### src/rtl/riscv_pkg.sv
// Shared encodings for the load/store unit: funct3 size codes, FSM states
// and byte-strobe constants.
package riscv_pkg;

    typedef enum logic [2:0] {
        F3_B  = 3'b000,
        F3_H  = 3'b001,
        F3_W  = 3'b010,
        F3_BU = 3'b100,
        F3_HU = 3'b101
    } funct3_e;

    typedef enum logic [1:0] {
        ST_IDLE,
        ST_ACCESS,
        ST_RESP
    } lsu_state_e;

    localparam logic [3:0] STRB_NONE = 4'b0000;
    localparam logic [3:0] STRB_B    = 4'b0001;
    localparam logic [3:0] STRB_H    = 4'b0011;
    localparam logic [3:0] STRB_W    = 4'b1111;

    function automatic logic [3:0] store_strobe(input logic [2:0] funct3,
                                                input logic [1:0] offset);
        logic [3:0] strb;
        strb = STRB_NONE;
        case (funct3)
            F3_B:    strb = STRB_B << offset;
            F3_H:    strb = STRB_H << offset;
            F3_W:    strb = STRB_W;
            default: strb = STRB_NONE;
        endcase
        return strb;
    endfunction

endpackage

### src/rtl/load_align.sv
// Picks the addressed byte/halfword lane out of a little-endian memory word
// and sign- or zero-extends it according to funct3.
module load_align
    import riscv_pkg::*;
#(
    parameter int unsigned DATA_WIDTH = 32
) (
    input  logic [2:0]            funct3_i,
    input  logic [1:0]            offset_i,
    input  logic [DATA_WIDTH-1:0] rdata_i,
    output logic [DATA_WIDTH-1:0] data_o
);

    logic [7:0]  byte_lane;
    logic [15:0] half_lane;

    always_comb begin
        byte_lane = rdata_i[7:0];
        case (offset_i)
            2'd0:    byte_lane = rdata_i[7:0];
            2'd1:    byte_lane = rdata_i[15:8];
            2'd2:    byte_lane = rdata_i[23:16];
            default: byte_lane = rdata_i[31:24];
        endcase
        half_lane = offset_i[1] ? rdata_i[31:16] : rdata_i[15:0];
    end

    always_comb begin
        data_o = rdata_i;
        case (funct3_i)
            F3_B:    data_o = {{(DATA_WIDTH-8){byte_lane[7]}}, byte_lane};
            F3_BU:   data_o = {{(DATA_WIDTH-8){1'b0}}, byte_lane};
            F3_H:    data_o = {{(DATA_WIDTH-16){half_lane[15]}}, half_lane};
            F3_HU:   data_o = {{(DATA_WIDTH-16){1'b0}}, half_lane};
            default: data_o = rdata_i;
        endcase
    end

endmodule

### src/rtl/load_store_unit.sv
// Single-outstanding load/store unit: registers a core request, performs one
// word access on the memory port (with timeout) and returns a one-cycle response.
module load_store_unit
    import riscv_pkg::*;
#(
    parameter int unsigned ADDR_WIDTH = 20,
    parameter int unsigned DATA_WIDTH = 32,
    parameter int unsigned TIMEOUT    = 255
) (
    input  logic                  clk,
    input  logic                  rst_n,
    input  logic                  req_valid,
    output logic                  req_ready,
    input  logic                  req_we,
    input  logic [2:0]            req_funct3,
    input  logic [31:0]           req_addr,
    input  logic [DATA_WIDTH-1:0] req_wdata,
    output logic                  resp_valid,
    output logic [DATA_WIDTH-1:0] resp_rdata,
    output logic                  resp_err,
    output logic                  mem_valid,
    output logic [3:0]            mem_wstrb,
    output logic [ADDR_WIDTH-1:0] mem_addr,
    output logic [DATA_WIDTH-1:0] mem_wdata,
    input  logic [DATA_WIDTH-1:0] mem_rdata,
    input  logic                  mem_ready
);

    localparam int unsigned WAIT_W = (TIMEOUT > 1) ? $clog2(TIMEOUT) : 1;
    localparam logic [WAIT_W-1:0] WAIT_LAST = WAIT_W'(TIMEOUT - 1);

    lsu_state_e            state_q, state_d;
    logic [WAIT_W-1:0]     wait_q, wait_d;
    logic                  ready_en_q;

    logic [2:0]            funct3_q, funct3_d;
    logic [1:0]            offset_q, offset_d;
    logic                  we_q, we_d;
    logic [ADDR_WIDTH-1:0] addr_q, addr_d;
    logic [3:0]            wstrb_q, wstrb_d;
    logic [DATA_WIDTH-1:0] wdata_q, wdata_d;
    logic [DATA_WIDTH-1:0] rdata_q, rdata_d;
    logic                  err_q, err_d;

    logic                  accept;
    logic                  fault;
    logic [DATA_WIDTH-1:0] load_data;

    assign accept = req_valid && req_ready;

    always_comb begin
        fault = 1'b0;
        case (req_funct3)
            F3_B, F3_BU: fault = 1'b0;
            F3_H, F3_HU: fault = req_addr[0];
            F3_W:        fault = (req_addr[1:0] != 2'b00);
            default:     fault = 1'b1;
        endcase
        if (req_we && req_funct3[2]) begin
            fault = 1'b1;
        end
        if ((req_addr >> (ADDR_WIDTH + 2)) != '0) begin
            fault = 1'b1;
        end
    end

    // State register; ready_en_q holds req_ready low until the first edge after reset.
    always_ff @(posedge clk or negedge rst_n) begin
        if (!rst_n) begin
            state_q    <= ST_IDLE;
            wait_q     <= '0;
            ready_en_q <= 1'b0;
        end else begin
            state_q    <= state_d;
            wait_q     <= wait_d;
            ready_en_q <= 1'b1;
        end
    end

    always_comb begin
        state_d = state_q;
        wait_d  = '0;
        unique case (state_q)
            ST_IDLE: begin
                if (accept) begin
                    state_d = fault ? ST_RESP : ST_ACCESS;
                end
            end
            ST_ACCESS: begin
                if (mem_ready || (wait_q == WAIT_LAST)) begin
                    state_d = ST_RESP;
                end else begin
                    wait_d = wait_q + 1'b1;
                end
            end
            ST_RESP: state_d = ST_IDLE;
            default: state_d = ST_IDLE;
        endcase
    end

    always_comb begin
        req_ready  = 1'b0;
        mem_valid  = 1'b0;
        resp_valid = 1'b0;
        unique case (state_q)
            ST_IDLE:   req_ready  = ready_en_q;
            ST_ACCESS: mem_valid  = 1'b1;
            ST_RESP:   resp_valid = 1'b1;
            default:   req_ready  = 1'b0;
        endcase
    end

    load_align #(
        .DATA_WIDTH(DATA_WIDTH)
    ) u_load_align (
        .funct3_i(funct3_q),
        .offset_i(offset_q),
        .rdata_i (mem_rdata),
        .data_o  (load_data)
    );

    always_comb begin
        funct3_d = funct3_q;
        offset_d = offset_q;
        we_d     = we_q;
        addr_d   = addr_q;
        wstrb_d  = wstrb_q;
        wdata_d  = wdata_q;
        rdata_d  = rdata_q;
        err_d    = err_q;
        if (accept) begin
            funct3_d = req_funct3;
            offset_d = req_addr[1:0];
            we_d     = req_we;
            addr_d   = req_addr[ADDR_WIDTH+1:2];
            wstrb_d  = req_we ? store_strobe(req_funct3, req_addr[1:0]) : STRB_NONE;
            case (req_funct3)
                F3_B:    wdata_d = {(DATA_WIDTH/8){req_wdata[7:0]}};
                F3_H:    wdata_d = {(DATA_WIDTH/16){req_wdata[15:0]}};
                default: wdata_d = req_wdata;
            endcase
            rdata_d = '0;
            err_d   = fault;
        end else if (state_q == ST_ACCESS) begin
            if (mem_ready) begin
                rdata_d = we_q ? '0 : load_data;
            end else if (wait_q == WAIT_LAST) begin
                err_d = 1'b1;
            end
        end
    end

    always_ff @(posedge clk or negedge rst_n) begin
        if (!rst_n) begin
            funct3_q <= '0;
            offset_q <= '0;
            we_q     <= 1'b0;
            addr_q   <= '0;
            wstrb_q  <= '0;
            wdata_q  <= '0;
            rdata_q  <= '0;
            err_q    <= 1'b0;
        end else begin
            funct3_q <= funct3_d;
            offset_q <= offset_d;
            we_q     <= we_d;
            addr_q   <= addr_d;
            wstrb_q  <= wstrb_d;
            wdata_q  <= wdata_d;
            rdata_q  <= rdata_d;
            err_q    <= err_d;
        end
    end

    assign mem_addr   = addr_q;
    assign mem_wstrb  = wstrb_q;
    assign mem_wdata  = wdata_q;
    assign resp_rdata = rdata_q;
    assign resp_err   = err_q;

endmodule

### config.mk
export PLATFORM = sky130hd
export DESIGN_NAME = load_store_unit
export DESIGN_NICKNAME = d
export VERILOG_FILES = /design/src/rtl/riscv_pkg.sv /design/src/rtl/load_align.sv /design/src/rtl/load_store_unit.sv
export SDC_FILE = /design/constraint.sdc
export NUM_CORES = 1
export LEC_CHECK = 0
export BUFFER_PORTS_ARGS = -buffer_cell sky130_fd_sc_hd__clkbuf_2
export CORE_MARGIN = 2
export CORE_UTILIZATION = 50
export CTS_BUF_LIST = sky130_fd_sc_hd__clkbuf_8
export DETAILED_ROUTE_END_ITERATION = 7
export GPL_TIMING_DRIVEN = 0
export PLACE_DENSITY = 0.82
export SLEW_MARGIN = 10
export SYNTH_ARGS = -nofsm -noshare
export SYNTH_HDL_FRONTEND = slang
export SYNTH_SLANG_ARGS = --single-unit
export TNS_END_PERCENT = 30
### constraint.sdc
create_clock -name clk -period 2.9 [get_ports clk]
set_clock_uncertainty 0.15 [all_clocks]
set_input_delay 0.435 -clock clk [delete_from_list [all_inputs] [get_ports clk]]
set_output_delay 0.435 -clock clk [all_outputs]
set_load 0.1 [all_outputs]
==> results.md, run 1 <==
- Pre-CTS setup slack: 0.5557 ns
- FILL cells: 822
- Critical Path Fanout Max: 6
- Post-synth EDFFs: 0
- N_diodes: 0
- GR Util All Layers: 26.61%
- Max Used Layer: met4
- Vias: 4634
- RSZ-0062 raised after global routing: false
- Worst hold path class: in2reg
- Cts bufs inserted: 9
- Leak Pwr: 3.333 nW
- CP arrival: 1.62 ns
- Fraction of registers with async set/reset: 100.0%
- Antenna violations before repair: 0
- Final cell count without fillers: 855
- DP Cell Count: 838
- Nets: 823
- First-pass GRT wire length: 21680 µm
- Final setup violation count: 0
- Commonest non-fill, non-tap cells in the layout: 192 x clkbuf_2, 152 x nand2_1, 106 x dfrtp_1
- Clk_lat worst skew: 0.37 ns
- Cells after synthesis: 511
- Total grt overflow: 0
- Routed wl met3: 1114 µm
- Remaining DRCs: 0
- Core area: 0.009684 mm²
- Via density: 5.420
- Design Area, Final: 0.006309 mm²
- I/O pin total: 196
- Crit path required time: 2.32 ns
- Iteration-0 DRC Markers: 144
- Layout overhead on the synthesized area: 28.10%
- Warnings, synthesis: 0
- Vias in the first global route: 4569
- Syn nets: 617
- Final Hold Viols: 0
- Minimum clock period: 2.204 ns
- Die area: 0.01066 mm²
- Port bufs: 193
- Root Buffer: clkbuf_8
- GPL Wtd Cong: 0.9403
- Starting Density: 50.85%
- Nature of the critical path endpoint: output pin
- Syn Area/Cell: 9.637 µm²
- Path type of the worst setup path: reg2out
- Area after DPL: 0.006093 mm²
- Worst-Margin Slew: 0.8890 ns
- Final Max Tran Viols: 0
- Wl on met1: 5402 µm
- WL final: 13740 µm
- Max Freq: 0.4537 GHz
- Worst setup SP type: flop
- Clock Path Buffers: 2
- Routed len/inst: 16.07 µm
- Reg clk slew, reported paths: 0.10 ns
- Post-CTS setup buffers: 0
- CTS tree: built
- Cell variety after synth: 43
- Post-DP HPWL: 10430 µm
- Ys flop type: dfrtp_1
- WL met2: 6826 µm
- Antenna Nets Post-Route: 0
- Max-slew headroom at the worst pin: 40.41%
- Final WS setup: 0.6959 ns
- Layout cells sized above 1: 29.64%
- Pin count of the biggest net entering global routing: 107
- H-tree depth: 3
- 1st-pass router iterations: 5
- Final TNS setup: 0 ns
- VDD IR-drop max: 0.4285 mV
- Post-Syn Area: 0.004925 mm²
- Max cap viols: 0
- Clock sinks: 106
- Outcome: complete, no violations
- Pwr per Cell Area: 661.6 mW/mm²
- Row cnt: 36
- Most common cell after layout, fill and taps aside: clkbuf_2
- Seq/Total Area, Yosys: 53.86%
- Chip Height: 103.2 µm
- #FFs+latches synth: 106
- Tcrit/Tclk final: 76.00%
- Die X: 103.2 µm
-- power breakdown --
group / internal, mW / switching (mW)
clock: 0.443 / 0.505
combinational: 0.279 / 1.25
sequential: 1.61 / 0.0831
total: 2.33 / 1.84
-- critical path, stage by stage (launching register included) --
cell and delay (ns):
dfrtp_1 0.43, nor2_1 0.18, and2_1 0.16, clkbuf_2 0.47
-- cell type report --
class | instances | area [µm²] | area share (%)
multi-input cells | 368 | 2111 | 33.46
plain buffers | 34 | 150.1 | 2.380
flip-flops and latches | 106 | 2653 | 42.05
inverters | 3 | 11.26 | 0.1785
well taps | 133 | 166.4 | 2.638
repair buffers | 195 | 1012 | 16.05
clock buffers | 11 | 151.4 | 2.400
clock inverters | 5 | 53.80 | 0.8528
-- cell usage after synthesis (all sizes together), types with 2 or more instances --
master	instances	area share, %
and4	2	0.36
inv	3	0.23
nor4	2	0.25
nor2b	11	1.4
a22o	8	1.4
o31a	2	0.36
or3	4	0.51
ha	2	0.51
a211oi	2	0.30
clkbuf	27	2.1
a32oi	4	0.71
o22ai	5	0.64
and2	2	0.25
dfrtp	106	54
a21o	2	0.30
a221o	16	3.3
mux2i	34	6.9
a31oi	2	0.25
nand2b	6	0.76
a22oi	4	0.61
nand3	6	0.61
nand2	152	12
o21ai	50	5.1
o31ai	2	0.30
and3	8	1.0
xor2	5	0.89
o22a	3	0.53
buf	7	0.99
a21oi	11	1.1
nor2	12	0.91
-- kinds of logic after synthesis --
family / Yosys count / synth area share, %
simple gates: 211 / 18.62
compound gates: 113 / 15.22
flops: 106 / 53.86
buf+inv: 37 / 3.277
mux: 35 / 7.368
xor+xnor: 6 / 1.067
fa+ha+maj: 2 / 0.5080
other cells: 1 / 0.07615
-- path summary, 6_finish.rpt --
kind / endpoint / from / cells after the start / slack, ns
max in group asynchronous: mem_addr[16] / rst_n / 3 / 1.62
worst max register to register: resp_rdata[22] / offset_q[1] / 7 / 0.70
worst min register to register: mem_addr[9] / mem_addr[9] / 2 / 0.34
worst min-delay path: mem_addr[2] / req_addr[4] / 3 / 0.10
worst max-delay path: req_ready / state_q[0] / 3 / 0.70
min in group asynchronous: resp_rdata[5] / rst_n / 3 / 0.51
-- state kept, by name (all words and copies together), names as in the netlist --
signal / count
funct3_q: 3
mem_addr: 20
mem_wdata: 32
mem_wstrb: 4
offset_q: 2
ready_en_q: 1
resp_err: 1
resp_rdata: 32
state_q: 2
wait_q: 8
we_q: 1
-- what timing repair did --
action	in CTS	in global routing
gates resized for setup	0	0
hold endpoints to repair	7	0
hold buffers	1	0
-- through the flow --
step | hold WS, ns | utilization [%] | power, mW
after floorplan | -0.01059 | - | 2.894
after global placement | 0.3080 | 62.55 | 3.224
after detailed placement | 0.3135 | 62.92 | 3.252
after CTS | 0.09567 | 65.14 | 4.186
after global routing | 0.1048 | 65.14 | 4.341
final | 0.1023 | 65.14 | 4.173
-- metal layers --
metal | GRT usage (%) | vias up
met3 | 7.056 | 37
met4 | 12.65 | 0
met5 | 0 | -
met1 | 32.54 | 2224
li1 | - | 2180
met2 | 44.11 | 193
Power figures use the tool's default switching activity.
==> run 2, diff against run 1 <==
--- a/config.mk
+++ b/config.mk
@@ -5,13 +5,14 @@
 export SDC_FILE = /design/constraint.sdc
 export NUM_CORES = 1
 export LEC_CHECK = 0
+export ABC_AREA = 1
 export BUFFER_PORTS_ARGS = -buffer_cell sky130_fd_sc_hd__clkbuf_2
 export CORE_MARGIN = 2
-export CORE_UTILIZATION = 50
+export CORE_UTILIZATION = 46
 export CTS_BUF_LIST = sky130_fd_sc_hd__clkbuf_8
 export DETAILED_ROUTE_END_ITERATION = 7
 export GPL_TIMING_DRIVEN = 0
-export PLACE_DENSITY = 0.82
+export PLACE_DENSITY = 0.78
 export SLEW_MARGIN = 10
 export SYNTH_ARGS = -nofsm -noshare
 export SYNTH_HDL_FRONTEND = slang
==> constraint.sdc (replaced) <==
create_clock -name clk -period 1.8 [get_ports clk]
set_clock_uncertainty 0.15 [all_clocks]
set_input_delay 0.27 -clock clk [delete_from_list [all_inputs] [get_ports clk]]
set_output_delay 0.27 -clock clk [all_outputs]
set_load 0.1 [all_outputs]
==> run 2 against run 1 <==
Sequential power up 63%. First-iteration DRC count up 120%. Critical path type unchanged. Largest power group is now combinational logic. Largest cell class unchanged. Synthesized area up 6.9%. Utilization down 3.5 points. Sequential share of layout area down 3.9 points. Non-clock buffer count up 24. Sequential cell count unchanged. Wire length up 11%. Die area up 16%. Clock power up 50%. Cell count up 23%.
==> results.md, run 2 <==
- Outcome: complete, no violations
- Clk_lat worst skew: 0.37 ns
- CTS tree: built
- Worst hold path class: in2reg
- Minimum clock period: 1.722 ns
- Worst setup SP type: flop
- Max cap viols: 0
- Pin count of the biggest net entering global routing: 79
- Top-count cell post-synth: nand2_1
- Final TNS setup: 0 ns
- Routed len/inst: 14.53 µm
- Row cnt: 39
- Iteration-0 DRC Markers: 321
- Area contributors post-synth: dfrtp_1 50%, nand2_1 19%, nor2_1 4.6%
- Area after DPL: 0.006455 mm²
- Worst-Margin Slew: 0.5695 ns
- Final Hold Viols: 0
- Clock power share: 20.3%
- Core area: 0.01127 mm²
- Path type of the worst setup path: reg2out
- Starting Density: 46.70%
- Vias in the first global route: 5205
- Ys flop type: dfrtp_1
- Total grt overflow: 0
- Most common cell after layout, fill and taps aside: nand2_1
- Antenna Nets Post-Route: 0
- Crit path required time: 1.38 ns
- Vias: 5255
- Post-DP HPWL: 11060 µm
- Top cell type's share of synthesized area: 50.39%
- Seq/Total Area, Yosys: 50.39%
- Final Max Tran Viols: 0
- Max Freq: 0.5808 GHz
- GPL Wtd Cong: 0.8873
- Warnings, synthesis: 0
- Post-synth EDFFs: 0
- I/O pin total: 196
- Worst Min Path Start: req_we
- Logic gate share of total power: 40.6%
- RSZ-0062 raised after global routing: false
- Leak Pwr: 3.935 nW
- Final setup violation count: 0
- Cell variety after synth: 34
- NetSw: 3.282 mW
- Die area: 0.01231 mm²
- Root Buffer: clkbuf_8
- Clock Path Buffers: 2
- VDD IR-drop max: 0.9314 mV
- Nets: 1006
- Syn nets: 771
- Tot Pwr: 7.025 mW
- DP Cell Count: 1004
- GR Util All Layers: 25.11%
- Die X: 111.0 µm
- First-pass GRT wire length: 24980 µm
- WL final: 15230 µm
- Cells after synthesis: 665
- Final cell count without fillers: 1048
- P_int: 3.743 mW
- Most common library cells after synthesis: 267 x nand2_1, 106 x dfrtp_1, 65 x nor2_1
- Pwr per Cell Area: 1011 mW/mm²
- Post-Syn Area: 0.005264 mm²
- Switching Share: 46.72%
- Clock sinks: 106
- Remaining DRCs: 0
- Layout cells sized above 1: 31.27%
- Nature of the critical path endpoint: output pin
- Largest area contributor in the netlist: dfrtp_1
- Cts bufs inserted: 9
- Fraction of registers with async set/reset: 100.0%
- H-tree depth: 3
- Post-CTS setup buffers: 0
- Port bufs: 195
- Syn Area/Cell: 7.915 µm²
- R2r startpoint: state_q[0]
- Seq pwr share: 39.2%
- #FFs+latches synth: 106
- 1st-pass router iterations: 5
- N_diodes: 0
- Critical Path Fanout Max: 4
- Commonest non-fill, non-tap cells in the layout: 267 x nand2_1, 191 x clkbuf_2, 106 x dfrtp_1
- Chip Height: 111.0 µm
- Reg clk slew, reported paths: 0.10 ns
- Antenna violations before repair: 0
- Tcrit/Tclk final: 95.66%
- Design Area, Final: 0.006950 mm²
- Via density: 5.014
- Layout overhead on the synthesized area: 32.04%
- Crit path from: state_q[0]
- Max-slew headroom at the worst pin: 62.19%
- CP arrival: 1.30 ns
## run 2: layout make-up
cell class              instances  area [µm²]
flip-flops and latches        106        2653
repair buffers                224        1308
fillers                       998        4322
multi-input cells             492        2308
well taps                     143       178.9
plain buffers                  29       172.7
inverters                      38       145.1
clock inverters                 6       47.55
clock buffers                  10       137.6
## run 2: final timing paths
path / endpoint / slack, ns / cells after the start
worst min register to register: mem_addr[18] / 0.34 / 2
worst max-delay path: mem_valid / 0.08 / 3
min in group asynchronous: resp_rdata[19] / 0.18 / 2
max in group asynchronous: mem_wdata[10] / 0.66 / 3
worst max register to register: mem_wdata[28] / 0.15 / 6
worst min-delay path: we_q / 0.01 / 2
## run 2: what timing repair did
| item | 4_1_cts | 5_1_grt |
|---|---|---|
| hold endpoints to repair | 72 | 0 |
| gates resized for setup | 4 | 6 |
| hold buffers | 28 | 0 |
| endpoints found under the setup margin | 3 | 48 |
## run 2: worst max-delay path: stages, from the launching register on
cell and delay [ns]:
dfrtp_1 0.41, inv_1 0.09, nor2_2 0.13, buf_4 0.31
## run 2: power by group through the flow
stage	combinational (mW)	sequential, mW	clock (mW)
finish	2.85	2.75	1.42
global route	3.00	2.78	1.53
CTS	2.84	2.75	1.45
detailed placement	2.79	2.78	0
global placement	2.75	2.79	0
floorplan	0.720	4.24	0
## run 2: cells by family (layout without fill, tap and decap cells)
family	count (synthesis)	after routing	synth area share (%)
simple gates	399	399	32.47
compound gates	88	88	10.22
other cells	1	1	0.07124
buf+inv	67	307	6.037
xor+xnor	2	2	0.3328
fa+ha+maj	2	2	0.4753
flops	106	106	50.39
## run 2: metrics by stage
stage / setup slack, ns / hold WS, ns / utilization, %
after floorplan: -0.2964 / -0.1756 / -
after detailed placement: 0.1144 / 0.03035 / 57.27
final: 0.07815 / 0.01487 / 61.66
after global placement: -1.229 / 0.3125 / 56.94
after global routing: 0.002547 / 0.03457 / 61.66
after CTS: 0.03838 / 0.009584 / 61.52
## run 2: routing by layer
layer	up-vias	GRT usage (%)	routed length, µm
li1	2556	-	-
met2	246	41.27	7186
met5	-	0	0
met1	2419	32.16	6367
met4	0	10.58	415
met3	34	5.631	1258
